===== src/rtl/gate_tt_if.sv =====
// Bundle between the truth-table sequencer and whoever controls it.
// slave: the sequencer itself; master: the controller/bench side.
interface gate_tt_if #(
  parameter int ERR_W = 8
);
  // start is a level sampled at rising edges while the sequencer is idle or done;
  // a high sample is the accept, and start is ignored while busy is high.
  logic             start;
  logic             loop_en;
  logic             gate_out;
  logic             in_a;
  logic             in_b;
  logic             busy;
  logic             done;
  logic             pass;
  logic [ERR_W-1:0] err_cnt;
  logic             fail_seen;
  logic [1:0]       first_fail_idx;
  logic [1:0]       state_dbg;

  modport slave (
    input  start, loop_en, gate_out,
    output in_a, in_b, busy, done, pass, err_cnt, fail_seen, first_fail_idx, state_dbg
  );

  modport master (
    output start, loop_en, gate_out,
    input  in_a, in_b, busy, done, pass, err_cnt, fail_seen, first_fail_idx, state_dbg
  );
endinterface


===== src/rtl/gate_tt_sequencer.sv =====
// Walks a 2-input gate through its four input vectors, holds each for HOLD_CYCLES,
// and scores the sampled gate output against TRUTH_TABLE.
module gate_tt_sequencer #(
  parameter logic [3:0] TRUTH_TABLE = 4'b0001,
  parameter int         HOLD_CYCLES = 10,
  parameter int         ERR_W       = 8
) (
  input logic       clk,
  input logic       rst_n,
  gate_tt_if.slave  bus
);

  typedef enum logic [1:0] {IDLE = 2'd0, RUN = 2'd1, DONE = 2'd2} state_t;

  localparam logic [15:0]      HOLD_LAST = 16'(HOLD_CYCLES - 1);
  localparam logic [ERR_W-1:0] ERR_MAX   = '1;

  state_t           state;
  logic [1:0]       idx;
  logic [15:0]      hold;
  logic             busy;
  logic             done;
  logic             pass;
  logic [ERR_W-1:0] err_cnt;
  logic             fail_seen;
  logic [1:0]       first_fail_idx;

  logic             mismatch;
  logic [ERR_W-1:0] err_next;

  // Score of the current vector, only committed on the last hold cycle.
  always_comb begin
    mismatch = 1'b0;
    err_next = err_cnt;
    mismatch = (bus.gate_out != TRUTH_TABLE[idx]);
    if (mismatch && (err_cnt != ERR_MAX)) begin
      err_next = err_cnt + ERR_W'(1);
    end
  end

  always_ff @(posedge clk or negedge rst_n) begin
    if (!rst_n) begin
      state          <= IDLE;
      idx            <= 2'd0;
      hold           <= 16'd0;
      busy           <= 1'b0;
      done           <= 1'b0;
      pass           <= 1'b0;
      err_cnt        <= '0;
      fail_seen      <= 1'b0;
      first_fail_idx <= 2'd0;
    end else begin
      case (state)
        IDLE, DONE: begin
          if (bus.start) begin
            state          <= RUN;
            busy           <= 1'b1;
            done           <= 1'b0;
            pass           <= 1'b0;
            idx            <= 2'd0;
            hold           <= 16'd0;
            err_cnt        <= '0;
            fail_seen      <= 1'b0;
            first_fail_idx <= 2'd0;
          end
        end
        RUN: begin
          if (hold == HOLD_LAST) begin
            err_cnt <= err_next;
            if (mismatch && !fail_seen) begin
              fail_seen      <= 1'b1;
              first_fail_idx <= idx;
            end
            hold <= 16'd0;
            if (idx != 2'd3) begin
              idx <= idx + 2'd1;
            end else if (bus.loop_en) begin
              idx <= 2'd0;
            end else begin
              // Final vector's compare is folded into pass on this same edge.
              state <= DONE;
              busy  <= 1'b0;
              done  <= 1'b1;
              pass  <= (err_next == '0);
            end
          end else begin
            hold <= hold + 16'd1;
          end
        end
        default: state <= IDLE;
      endcase
    end
  end

  assign bus.in_a           = idx[0];
  assign bus.in_b           = idx[1];
  assign bus.busy           = busy;
  assign bus.done           = done;
  assign bus.pass           = pass;
  assign bus.err_cnt        = err_cnt;
  assign bus.fail_seen      = fail_seen;
  assign bus.first_fail_idx = first_fail_idx;
  assign bus.state_dbg      = state;

endmodule

===== src/flat_wrapper.sv =====
// flat-port wrapper written by rule: the top's interface ports become plain ports
module gate_tt_sequencer_flat 
#(
  parameter logic [3:0] TRUTH_TABLE = 4'b0001,
  parameter int         HOLD_CYCLES = 10,
  parameter int         ERR_W       = 8
)
  (clk, rst_n, bus_start, bus_loop_en, bus_gate_out, bus_in_a, bus_in_b, bus_busy, bus_done, bus_pass, bus_err_cnt, bus_fail_seen, bus_first_fail_idx, bus_state_dbg);
  gate_tt_if #(.ERR_W(ERR_W)) bus_i ();
  input logic clk;
  input logic rst_n;
  input wire logic [$bits(bus_i.start)-1:0] bus_start;
  input wire logic [$bits(bus_i.loop_en)-1:0] bus_loop_en;
  input wire logic [$bits(bus_i.gate_out)-1:0] bus_gate_out;
  output wire logic [$bits(bus_i.in_a)-1:0] bus_in_a;
  output wire logic [$bits(bus_i.in_b)-1:0] bus_in_b;
  output wire logic [$bits(bus_i.busy)-1:0] bus_busy;
  output wire logic [$bits(bus_i.done)-1:0] bus_done;
  output wire logic [$bits(bus_i.pass)-1:0] bus_pass;
  output wire logic [$bits(bus_i.err_cnt)-1:0] bus_err_cnt;
  output wire logic [$bits(bus_i.fail_seen)-1:0] bus_fail_seen;
  output wire logic [$bits(bus_i.first_fail_idx)-1:0] bus_first_fail_idx;
  output wire logic [$bits(bus_i.state_dbg)-1:0] bus_state_dbg;
  assign bus_i.start = bus_start;
  assign bus_i.loop_en = bus_loop_en;
  assign bus_i.gate_out = bus_gate_out;
  assign bus_in_a = bus_i.in_a;
  assign bus_in_b = bus_i.in_b;
  assign bus_busy = bus_i.busy;
  assign bus_done = bus_i.done;
  assign bus_pass = bus_i.pass;
  assign bus_err_cnt = bus_i.err_cnt;
  assign bus_fail_seen = bus_i.fail_seen;
  assign bus_first_fail_idx = bus_i.first_fail_idx;
  assign bus_state_dbg = bus_i.state_dbg;
  gate_tt_sequencer #(.TRUTH_TABLE(TRUTH_TABLE), .HOLD_CYCLES(HOLD_CYCLES), .ERR_W(ERR_W)) u_core (.clk(clk), .rst_n(rst_n), .bus(bus_i));
endmodule

===== config.mk =====
export PLATFORM = sky130hd
export DESIGN_NAME = gate_tt_sequencer_flat
export DESIGN_NICKNAME = d
export VERILOG_FILES = /design/src/rtl/gate_tt_if.sv /design/src/rtl/gate_tt_sequencer.sv /design/src/flat_wrapper.sv
export SDC_FILE = /design/constraint.sdc
export NUM_CORES = 1
export LEC_CHECK = 0
export ABC_AREA = 1
export BUFFER_PORTS_ARGS = -buffer_cell sky130_fd_sc_hd__buf_2
export CAP_MARGIN = 25
export CELL_PAD_IN_SITES_DETAIL_PLACEMENT = 1
export CELL_PAD_IN_SITES_GLOBAL_PLACEMENT = 2
export CORE_AREA = 2 2 105 67
export CTS_CLUSTER_DIAMETER = 40
export DETAILED_ROUTE_END_ITERATION = 10
export DIE_AREA = 0 0 107 69
export GPL_TIMING_DRIVEN = 1
export HOLD_SLACK_MARGIN = 0.1
export PLACE_DENSITY_LB_ADDON = 0.1
export SYNTH_ARGS = -nofsm -noshare
export SYNTH_HDL_FRONTEND = slang
export SYNTH_SLANG_ARGS = --single-unit
export TNS_END_PERCENT = 1

===== constraint.sdc =====
create_clock -name clk -period 1.85 [get_ports clk]
set_input_delay 0.185 -clock clk [delete_from_list [all_inputs] [get_ports clk]]
set_output_delay 0.185 -clock clk [all_outputs]
set_load 0.01 [all_outputs]

# Yosys cells after proc, flatten, opt, wreduce, memory -nomap -nowiden
# Cells that the tools add are included.
[word_totals]
register_bits = 34
latch_bits = 0
ram_bits = 0
romBits = 0
input_bits = 5
out_inout_bits = 18
word_cells = 77
n_memories = 0
[op_classes]
n_addsub = 3
multipliers = 0
div = 0
order_cmp = 1
eq_ne = 12
n_shift = 0
mux = 39
bitwise = 0
reduce_logical = 13
[op_table]
columns = ["operator", "n"]
rows = [
  ["16-bit 2-to-1 mux", 2],
  ["16-bit one-hot mux with 2 select lines", 1],
  ["8-bit 2-to-1 mux", 3],
  ["2-bit 2-to-1 mux", 10],
  ["16-bit by 1-bit adder with 16-bit output, second input constant", 1],
  ["16-bit by 4-bit equality test with 1-bit output, second input constant", 1],
  ["8-bit one-hot mux with 2 select lines", 1],
  ["1-bit 2-to-1 mux", 14],
  ["2-bit one-hot mux with 2 select lines", 3],
  ["4-bit AND reduction", 3],
  ["8-bit by 1-bit adder with 8-bit output, second input constant", 1],
  ["8-bit logical NOT", 1],
  ["2-bit inequality test, second input constant", 4],
  ["8-bit inequality test, second input constant", 1],
  ["1-bit one-hot mux with 2 select lines", 4],
  ["5-bit AND reduction", 1],
  ["2-bit by 1-bit inequality test with 1-bit output, second input constant", 2],
  ["2-bit by 3-bit < comparator with 1-bit output, second input constant", 1],
  ["3-bit by 2-bit inequality test with 1-bit output, second input constant", 1],
  ["3-bit AND reduction", 1],
  ["2-bit by 1-bit adder with 2-bit output, second input constant", 1],
  ["1-bit binary-select mux with 2-bit select", 1],
  ["2-bit by 1-bit equality test with 1-bit output, second input constant", 1],
  ["2-bit equality test, second input constant", 1],
  ["7 further kinds", 8],
]

# Longest topological paths before layout
# Gate-level depths: netlist (run 1).
[depth]
word_depth = 10
ltp_mapped = 13
mapped_depth_nobuf = 13

# Least setup slack after synthesis (run 1)
# OpenSTA, ideal clock, no wires.
[synth_timing]
path_type = "reg-to-reg"
startpoint = "reg u_core.idx[1]"
endpoint = "reg u_core.pass (netlist: u_core.bus.pass)"
setup_ns = 0.065
t_arrival_ns = 1.471
required_time_ns = 1.785
path_slack_ns = 0.314
path_stages_with_launch = 14
n_path_buf = 0
synth_period_minus_slack_ns = 1.536
cell_sequence = "dfrtp_1 -> inv_1 -> ha_1 -> nand2_1 -> inv_1 -> nor2_4 -> nand2_4 -> inv_2 -> nand2_1 -> nand2_1 -> nand2_1 -> nor2_1 -> nand3_1 -> nand2_1"
[synth_via]
elab_chain_cells = 10
word_cells_on_any_way = 13
cone_classes = "eq/ne: 3; mux: 7; reduce/logical: 3"
[synth_rtl]
columns = ["element", "line", "text"]
rows = [
  ["start, declared", "gate_tt_sequencer.sv:19", "logic [1:0] idx;"],
  ["start signal, assigned", "gate_tt_sequencer.sv:76", "idx <= idx + 2'd1;"],
  ["1-bit binary-select mux with 2-bit select", "gate_tt_sequencer.sv:35", "mismatch = (bus.gate_out != TRUTH_TABLE[idx]);"],
  ["1-bit 2-to-1 mux (not written as such)", "gate_tt_sequencer.sv:35", ""],
  ["1-bit inequality test", "gate_tt_sequencer.sv:35", ""],
  ["1-bit logical AND", "gate_tt_sequencer.sv:36", "if (mismatch && (err_cnt != ERR_MAX)) begin"],
  ["8-bit 2-to-1 mux", "gate_tt_sequencer.sv:36", ""],
  ["8-bit logical NOT", "gate_tt_sequencer.sv:84", "pass <= (err_next == '0);"],
  ["1-bit 2-to-1 mux", "gate_tt_sequencer.sv:77", "end else if (bus.loop_en) begin"],
  ["1-bit 2-to-1 mux", "gate_tt_sequencer.sv:75", "if (idx != 2'd3) begin"],
  ["1-bit 2-to-1 mux", "gate_tt_sequencer.sv:68", "if (hold == HOLD_LAST) begin"],
  ["1-bit one-hot mux with 2 select lines", "gate_tt_sequencer.sv:53", "case (state)"],
  ["end signal, assigned", "gate_tt_sequencer.sv:84", ""],
  ["end, declared", "gate_tt_sequencer.sv:23", "logic pass;"],
]
# Parallel ways exist; a longest one is shown, timed or not. The select of a mux whose other input is x is not followed.
# A chain may end at the register's enable or synchronous reset.

# Worst setup path after layout (run 1)
[layout_timing]
startpoint = "reg u_core.idx[0]"
endpoint = "reg u_core.pass (netlist: u_core.bus.pass)"
# The elaborated chain is that of the path after synthesis.

==> results of run 1 <==
## worst paths after layout
check / cells after the start / from / endpoint / slack [ns]
setup / recovery: 11 / u_core.idx[0]$_DFFE_PN0P_ / u_core.bus.pass$_DFFE_PN0P_ / 0.12
hold reg to reg: 2 / u_core.bus.busy$_DFFE_PN0P_ / u_core.bus.busy$_DFFE_PN0P_ / 0.48
max in group asynchronous: 3 / rst_n / u_core.bus.err_cnt[4]$_DFFE_PN0P_ / 1.04
min in group asynchronous: 3 / rst_n / u_core.bus.err_cnt[2]$_DFFE_PN0P_ / 0.46
hold / removal: 4 / bus_start / u_core.bus.state_dbg[0]$_DFFE_PN0P_ / 0.33
setup reg to reg: 11 / u_core.idx[0]$_DFFE_PN0P_ / u_core.bus.pass$_DFFE_PN0P_ / 0.12
## cell families (layout without fill, tap and decap cells)
group                    Yosys count  in the layout  synth area share (%)
XOR/XNOR                           7              7                  2.90
flip-flops                        34             34                  40.2
buffers and inverters             35             79                  6.92
AO/OA/AOI/OAI                     36             36                  10.3
adder cells (fa/ha/maj)            5              5                  2.96
AND/OR/NAND/NOR                  161            161                  36.7
## layout by cell type (no fill, tap or decap), types with 5 or more instances in the layout
master and count:
clkbuf_8 6, o21ai_0 12, a21oi_1 9, o22ai_1 6, xor2_1 7, inv_1 26, buf_4 16, nand2_4 5
dfrtp_1 34, nand3_1 23, nor2_2 5, buf_2 22, nand2_1 83, nor2_1 24
## state kept, by name (all words and copies together), names as in the netlist
signal and cells:
u_core.bus.busy 1, u_core.bus.done 1, u_core.bus.err_cnt 8, u_core.bus.fail_seen 1, u_core.bus.first_fail_idx 2, u_core.bus.pass 1
u_core.bus.state_dbg 2, u_core.hold 16, u_core.idx 2
## layer usage
metal	wire, um	share of wire [%]	up-vias
met3	326	5.2	2
met5	0	0	-
met4	22	0.35	0
li1	-	-	999
met1	3770	60	895
met2	2180	35	38
## worst max-delay path, delay by kind of cell, from the launching register on
family                     cells  cell delay, ns
adders and majority gates      1            0.20
and+or+nand+nor                8            0.79
DFF                            1            0.40
buffers and inverters          2            0.28
## stage by stage
stage	utilization, %	setup WS [ns]	TNS [ns]
floorplan	-	0.314	0
global placement	37.3	0.148	0
detailed placement	37.3	0.0960	0
CTS	38.9	0.0573	0
global route	39.6	-0.0128	-0.0128
finish	39.6	0.122	0
## final cells by class
| class | instances | share of cell area [%] |
|---|---|---|
| repair buffers | 39 | 9.45 |
| well taps | 87 | 4.28 |
| flip-flops and latches | 34 | 33.5 |
| clock buffers | 7 | 3.40 |
| inverters | 32 | 4.92 |
| clock inverters | 1 | 0.197 |
| multi-input cells | 209 | 44.3 |
## timing repair
item	in CTS	in global routing
hold endpoints to repair	34	0
setup endpoints to repair	0	2
hold buffers	1	0
resized for setup	0	4
buffers inserted	0	5
## report_power, final
group	total, uW	switching [uW]	internal [uW]	leakage [uW]
Clock	577	276	301	0.0000482
Combinational	1500	979	517	0.000789
Sequential	1100	172	930	0.000452
==> metrics.yaml, run 1 <==
synthesis:
  avgSynthCellArea_um2: 7.61
  netlist_area_um2: 2110
  synth_top_area_share_pct: 40.2
  yosysWarnings: 0
  synth-seq-cells: 34
  yosys-top-cells-area: "dfrtp_1 (40%), nand2_1 (15%), nand3_1 (5.4%), inv_1 (4.6%), nor2_1 (4.4%)"
  yosys.cell_types.count: 34
  yosysMostFrequentCell: "nand2_1"
  synth_commonest_cells: "nand2_1 (84), dfrtp_1 (34), inv_1 (26), nor2_1 (25), nand3_1 (23)"
  syn_nets: 288
  synth_ff_type: "dfrtp_1"
  ys_seq_area_share_pct: 40.2
  synth_edf_count: 0
  synthArstFlopShare_pct: 100
  syn_inst: 278
  synth_area_leader_cell: "dfrtp_1"
grt:
  grt_pass1_wl_mm: 10.1
  first_global_vias: 1790
  grt_util_all_layers_pct: 17.9
  grt_max_degree: 35
  use_met3_pct: 3.78
  top_usage_layer: "met1"
  met1_usage_pct: 32.2
  overflow: 0
  grt.met2_usage_pct: 20.8
  antenna_found_initial: 0
timing:
  hold_viol_final: 0
  period_minus_slack_ns: 1.73
  fmax_mhz: 579
  hold_ws_ns: 0.334
  worstMarginPinSlew_ns: 0.464
  fin_worst_skew_ns: 0.00545
  drv_slew: 0
  slew_headroom_pct: 69.1
  setup_violations: 0
  min_period_over_period_pct: 93.4
detailed_routing:
  drtPass1Iterations: 4
  postRouteAntennaNets: 0
  vias_per_cell: 4.73
  vias: 1934
  route.detailed.drc: 0
  drtIter0Drc: 88
  routed_wirelength_mm: 6.30
  wl_per_cell_um: 15.4
setup_path:
  worstSetupPathType: "reg -> reg"
  crit_path_cell_trace: "inv_1, ha_2, nor2_1, nor2_4, buf_4, nand3_1, nand2_1, nand3_1, nor2_1, nand3_1, nand2_1"
  cp.arrival_ns: 1.95
  cp_common_cell: "nand3_1"
  slowest_stage: "dfrtp_1"
  worstPathMaxFanout: 6
  worstSetupEndpointType: "flip-flop"
  cp-start-kind: "flip-flop"
  slowest_delay_ns: 0.40
  crit_required_ns: 2.07
finish:
  ff_latch_area_um2: 851
  multiInputGateArea_um2: 1120
  stdcell_area_um2: 2540
  instances_no_fill: 409
  diodes: 0
  fillers: 810
  nets: 331
  drive_above_1_share_pct: 23.6
  area_growth_pct: 20.2
cts:
  ctsLongestPathBuffers: 2
  htreeDepth: 2
  cts_tree: "done"
  cts_sinks: 34
  clk_latency_ns: 0.28
  clk_pin_slew_ns: 0.07
  cts_made_buffers: 5
  clock-root-buffer: "clkbuf_8"
die:
  die_h_um: 69
  die_area_um2: 7380
  ios: 23
  initial_core_util_pct: 32.9
  fp.dieW_um: 107
  row_count: 23
  core_area_um2: 6420
placement:
  place_congestion: 0.845
  place_area_um2: 2390
  post-place-cells: 395
  numPortBuffers: 22
  place_hpwl_mm: 4.96
flow_run:
  cap_violations: 0
power_and_ir_drop:
  finalPower_uw: 3170
  p_per_area_nw_per_um2: 1250
  p_leak_uw: 0.00129
  vdd_drop_max_uv: 579
hold_path:
  hp-class: "in -> reg"
run_status:
  status: "complete, no violations"
Note: power is estimated with default switching activity, not from simulation.
==> run 2: changes to the inputs <==
CELL_PAD_IN_SITES_GLOBAL_PLACEMENT = 1   (was 2)
CORE_AREA = 2 2 97 62   (was 2 2 105 67)
DIE_AREA = 0 0 99 64   (was 0 0 107 69)
==> metrics.yaml, run 2 (synthesis gave the netlist of run 1 again) <==
timing:
  min_period_over_period_pct: 92.5
  hold_viol_final: 0
  fmax_mhz: 584
  hold_ws_ns: 0.320
  period_minus_slack_ns: 1.71
  fin_worst_skew_ns: 0.00148
  setup_violations: 0
  slew_headroom_pct: 70.0
  rsz0062_at_grt: "no"
  finalSetupTns_ns: 0
  worstMarginPinSlew_ns: 0.450
  drv_slew: 0
finish:
  fillers: 676
  regMostFlops: "u_core.hold"
  instances_no_fill: 395
  final_cell_mix: "nand2_1 (84), dfrtp_1 (34), inv_1 (25)"
  area_growth_pct: 20.5
  stdcell_area_um2: 2550
  final_common_cell: "nand2_1"
  nets: 335
  diodes: 0
  largest_reg_flops: 16
  drive_above_1_share_pct: 24.5
  reg_top3: "u_core.hold x16, u_core.bus.err_cnt x8"
placement:
  place_congestion: 0.778
  place_hpwl_mm: 4.98
  post-place-cells: 380
  place_area_um2: 2390
  numPortBuffers: 22
setup_path:
  worstSetupEndpointType: "flip-flop"
  worstSetupPathType: "reg -> reg"
  crit_path_cell_trace: "inv_1, nand2_1, nor2_1, nand4_2, nand2_4, nand2_4, nand2_1, o21ai_0"
  worstPathMaxFanout: 11
  cp-start-kind: "flip-flop"
  crit_required_ns: 1.99
  slowest_stage: "dfrtp_1"
  cp_num_buf_inv: 1
  cp_top_family: "simple AND/OR/NAND/NOR gates"
  slowest_delay_ns: 0.42
  cp.arrival_ns: 1.85
hold_path:
  hp-class: "in -> reg"
die:
  die_area_um2: 6340
  ios: 23
  die_h_um: 64
  row_count: 21
  fp.dieW_um: 99
  core_area_um2: 5390
  initial_core_util_pct: 39.3
detailed_routing:
  drtIter0Drc: 111
  drtPass1Iterations: 4
  postRouteAntennaNets: 0
  vias: 2002
  wl_per_cell_um: 16.2
  vias_per_cell: 5.07
  routed_wirelength_mm: 6.40
  route.detailed.drc: 0
cts:
  htreeDepth: 2
  clock-root-buffer: "clkbuf_8"
  cts_sinks: 34
  clk_latency_ns: 0.28
  clk_pin_slew_ns: 0.07
  cts_made_buffers: 5
  ctsLongestPathBuffers: 2
  cts_tree: "done"
power_and_ir_drop:
  p_per_area_nw_per_um2: 1270
  vdd_drop_max_uv: 635
  p_leak_uw: 0.00132
flow_run:
  cap_violations: 0
grt:
  grt_pass1_wl_mm: 10.9
  grt_util_all_layers_pct: 22.3
  grt_max_degree: 35
  overflow: 0
  antenna_found_initial: 0
  first_global_vias: 2071
run_status:
  status: "complete, no violations"
[run 2: tightest hold or removal path, stage by stage]
cell	delay (ns)
buf_2	0.10
inv_1	0.06
nand4_1	0.16
nand2_1	0.07
[run 2: layout make-up]
cell class	instances	area, um^2	area share, %
clock buffers	7	86.3	3.39
clock inverters	1	5.00	0.196
inverters	32	125	4.91
multi-input cells	209	1120	44.1
flip-flops and latches	34	851	33.4
well taps	69	86.3	3.39
repair buffers	43	270	10.6
[run 2: power by group]
part           total (uW)  internal (uW)  switching [uW]
clock                 576            300             275
sequential           1110            930             178
combinational        1550            539            1010
[run 2: timing repair]
| action | CTS | global route |
|---|---|---|
| hold endpoints to repair | 34 | 0 |
| hold buffers | 1 | 0 |
| setup buffers | 3 | 3 |
| endpoints found under the setup margin | 1 | 5 |
| resized for setup | 0 | 4 |
| pin swaps | 1 | 1 |
[run 2: metal layers]
| metal | up-vias | track usage (%) | share of wire [%] |
|---|---|---|---|
| met1 | 955 | 36.8 | 56 |
| li1 | 995 | - | - |
| met3 | 4 | 5.47 | 6.1 |
| met2 | 48 | 28.5 | 37 |
| met5 | - | 0 | 0 |
| met4 | 0 | 4.11 | 0.59 |
[run 2: path summary, 6_finish.rpt]
path	from	endpoint	slack (ns)	cells after the start
min in group asynchronous	rst_n	u_core.bus.err_cnt[4]$_DFFE_PN0P_	0.47	3
worst min-delay path	bus_loop_en	u_core.bus.state_dbg[1]$_DFFE_PN0P_	0.32	4
worst min register to register	u_core.bus.first_fail_idx[0]$_DFFE_PN0P_	u_core.bus.first_fail_idx[0]$_DFFE_PN0P_	0.48	2
worst max-delay path	u_core.hold[13]$_DFFE_PN0P_	u_core.bus.err_cnt[6]$_DFFE_PN0P_	0.14	8
worst max register to register	u_core.hold[13]$_DFFE_PN0P_	u_core.bus.err_cnt[6]$_DFFE_PN0P_	0.14	8
max in group asynchronous	rst_n	u_core.hold[1]$_DFFE_PN0P_	1.06	3
[run 2: stage by stage]
stage               total power (uW)  setup slack [ns]  util (%)
global route                    3510           0.00174      47.3
finish                          3230             0.139      47.3
CTS                             3200            0.0238      46.7
floorplan                       2080             0.314         -
global placement                2510            0.0158      44.4
detailed placement              2550           -0.0235      44.4
==> run 3: changes to the inputs <==
--- a/config.mk
+++ b/config.mk
@@ -12,6 +12,6 @@
 export CELL_PAD_IN_SITES_GLOBAL_PLACEMENT = 1
-export CORE_AREA = 2 2 97 62
+export CORE_AREA = 2 2 55 108
 export CTS_CLUSTER_DIAMETER = 40
 export DETAILED_ROUTE_END_ITERATION = 10
-export DIE_AREA = 0 0 99 64
+export DIE_AREA = 0 0 57 110
 export GPL_TIMING_DRIVEN = 1
==> constraint.sdc (replaced) <==
create_clock -name clk -period 1.85 [get_ports clk]
set_input_delay 0.0925 -clock clk [delete_from_list [all_inputs] [get_ports clk]]
set_output_delay 0.0925 -clock clk [all_outputs]
set_load 0.01 [all_outputs]
==> metrics.yaml, run 3 (synthesis gave the netlist of run 1 again) <==
detailed_routing:
  drtIter0Drc: 28
  drtPass1Iterations: 4
  postRouteAntennaNets: 0
  route.detailed.drc: 0
  vias_per_cell: 5.20
  wl_per_cell_um: 17.2
  vias: 1975
  routed_wirelength_mm: 6.52
finish:
  instances_no_fill: 380
  largest_reg_flops: 16
  diodes: 0
  regMostFlops: "u_core.hold"
  final_cell_mix: "nand2_1 (83), dfrtp_1 (34), inv_1 (26)"
  final_common_cell: "nand2_1"
  area_growth_pct: 18.2
  reg_top3: "u_core.hold x16, u_core.bus.err_cnt x8"
  drive_above_1_share_pct: 23.4
  nets: 329
grt:
  first_global_vias: 2184
  grt.met2_usage_pct: 46.8
  met1_usage_pct: 19.6
  antenna_found_initial: 0
  overflow: 0
  grt_util_all_layers_pct: 23.0
  top_usage_layer: "met2"
  use_met3_pct: 2.45
  grt_pass1_wl_mm: 10.6
  grt_max_degree: 35
timing:
  drv_slew: 0
  hold_viol_final: 0
  setup_violations: 0
  finalSetupTns_ns: 0
  setup_ws_ns: 0.132
  min_period_over_period_pct: 92.9
  fmax_mhz: 582
  hold_ws_ns: 0.217
  worstMarginPinSlew_ns: 0.822
  fin_worst_skew_ns: 0.00934
  slew_headroom_pct: 45.2
  period_minus_slack_ns: 1.72
setup_path:
  worstSetupEndpointType: "flip-flop"
  cp.arrival_ns: 1.95
  worstSetupPathType: "reg -> reg"
  worstPathMaxFanout: 7
  crit_path_cell_trace: "inv_1, ha_2, nand2_1, inv_1, nor2_4, nand2_4, inv_4, nand2_1, nand2_1, nand2_1, nor2_2, nand3_1, nand2_1"
  reg2regPathDepth: 13
  cp_common_cell: "nand2_1"
  r2r_slack_ns: 0.13
  reg2reg_to: "u_core.bus.pass$_DFFE_PN0P_"
  reg2reg_from: "u_core.idx[1]$_DFFE_PN0P_"
  slowest_stage: "dfrtp_1"
  slowest_delay_ns: 0.39
  crit_required_ns: 2.08
  cp-start-kind: "flip-flop"
cts:
  cts_tree: "done"
  clock-root-buffer: "clkbuf_8"
  htreeDepth: 2
  clk_pin_slew_ns: 0.07
  ctsLongestPathBuffers: 2
  cts_made_buffers: 5
  cts_sinks: 34
  clk_latency_ns: 0.30
placement:
  place_hpwl_mm: 5.22
  post-place-cells: 367
  pre_cts_slack_ns: 0.0319
  place_congestion: 0.885
  numPortBuffers: 22
die:
  die_h_um: 110
  ios: 23
  fp.dieW_um: 57
  row_count: 38
  initial_core_util_pct: 39.0
  core_area_um2: 5420
  die_area_um2: 6270
flow_run:
  cap_violations: 0
hold_path:
  hold_start: "bus_loop_en"
  hold_end: "u_core.bus.done$_DFFE_PN0P_"
  hold_depth: 4
  hp-class: "in -> reg"
power_and_ir_drop:
  finalPower_uw: 3190
  vdd_drop_max_uv: 707
  p_per_area_nw_per_um2: 1280
  p_leak_uw: 0.00128
run_status:
  status: "complete, no violations"
-- run 3: what timing repair did --
action	CTS	global route
hold buffers	1	0
resized for setup	0	6
hold endpoints to repair	34	0
endpoints found under the setup margin	0	3
buffers inserted	0	4
-- run 3: worst max path at each step --
stage | from | to | slack (ns) | cells after the start
finish | u_core.idx[1]$_DFFE_PN0P_ | u_core.bus.pass$_DFFE_PN0P_ | 0.13 | 13
global route | u_core.idx[1]$_DFFE_PN0P_ | u_core.bus.pass$_DFFE_PN0P_ | -0.01 | 13
CTS | u_core.idx[0]$_DFFE_PN0P_ | u_core.bus.pass$_DFFE_PN0P_ | 0.009 | 13
detailed placement | u_core.idx[0]$_DFFE_PN0P_ | u_core.bus.pass$_DFFE_PN0P_ | 0.03 | 13
global placement | u_core.idx[0]$_DFFE_PN0P_ | u_core.bus.pass$_DFFE_PN0P_ | 0.07 | 12
floorplan | u_core.idx[1]$_DFFE_PN0P_ | u_core.bus.pass$_DFFE_PN0P_ | 0.31 | 13
-- run 3: layout make-up --
type                            count  area (um^2)
Tap cell                           60         75.1
Clock inverter                      1         5.00
Sequential cell                    34          851
Clock buffer                        7         86.3
Fill cell                         721         2920
Timing Repair Buffer               37          229
Inverter                           32          125
Multi-Input combinational cell    209         1130
-- run 3: critical path, delay by kind of cell (launching register included) --
family	cells	cell delay, ns
flip-flops	1	0.39
buffers and inverters	3	0.25
AND/OR/NAND/NOR	9	0.81
adder cells (fa/ha/maj)	1	0.20
-- run 3: power by group --
group | internal [uW] | total [uW] | switching, uW
clock network | 300 | 581 | 280
registers | 930 | 1110 | 181
logic | 520 | 1500 | 980
-- run 3: per-layer routing --
layer | vias up | wire (um)
met1 | 954 | 2150
met5 | - | 0
met2 | 30 | 3900
met4 | 0 | 357
met3 | 17 | 114
li1 | 974 | -
-- run 3: through the flow --
stage | util (%) | cell area, um^2
2_1_floorplan | - | 2110
3_3_place_gp | 43.4 | 2350
3_5_place_dp | 43.4 | 2350
4_1_cts | 45.2 | 2450
5_1_grt | 46.1 | 2500
6_report | 46.1 | 2500
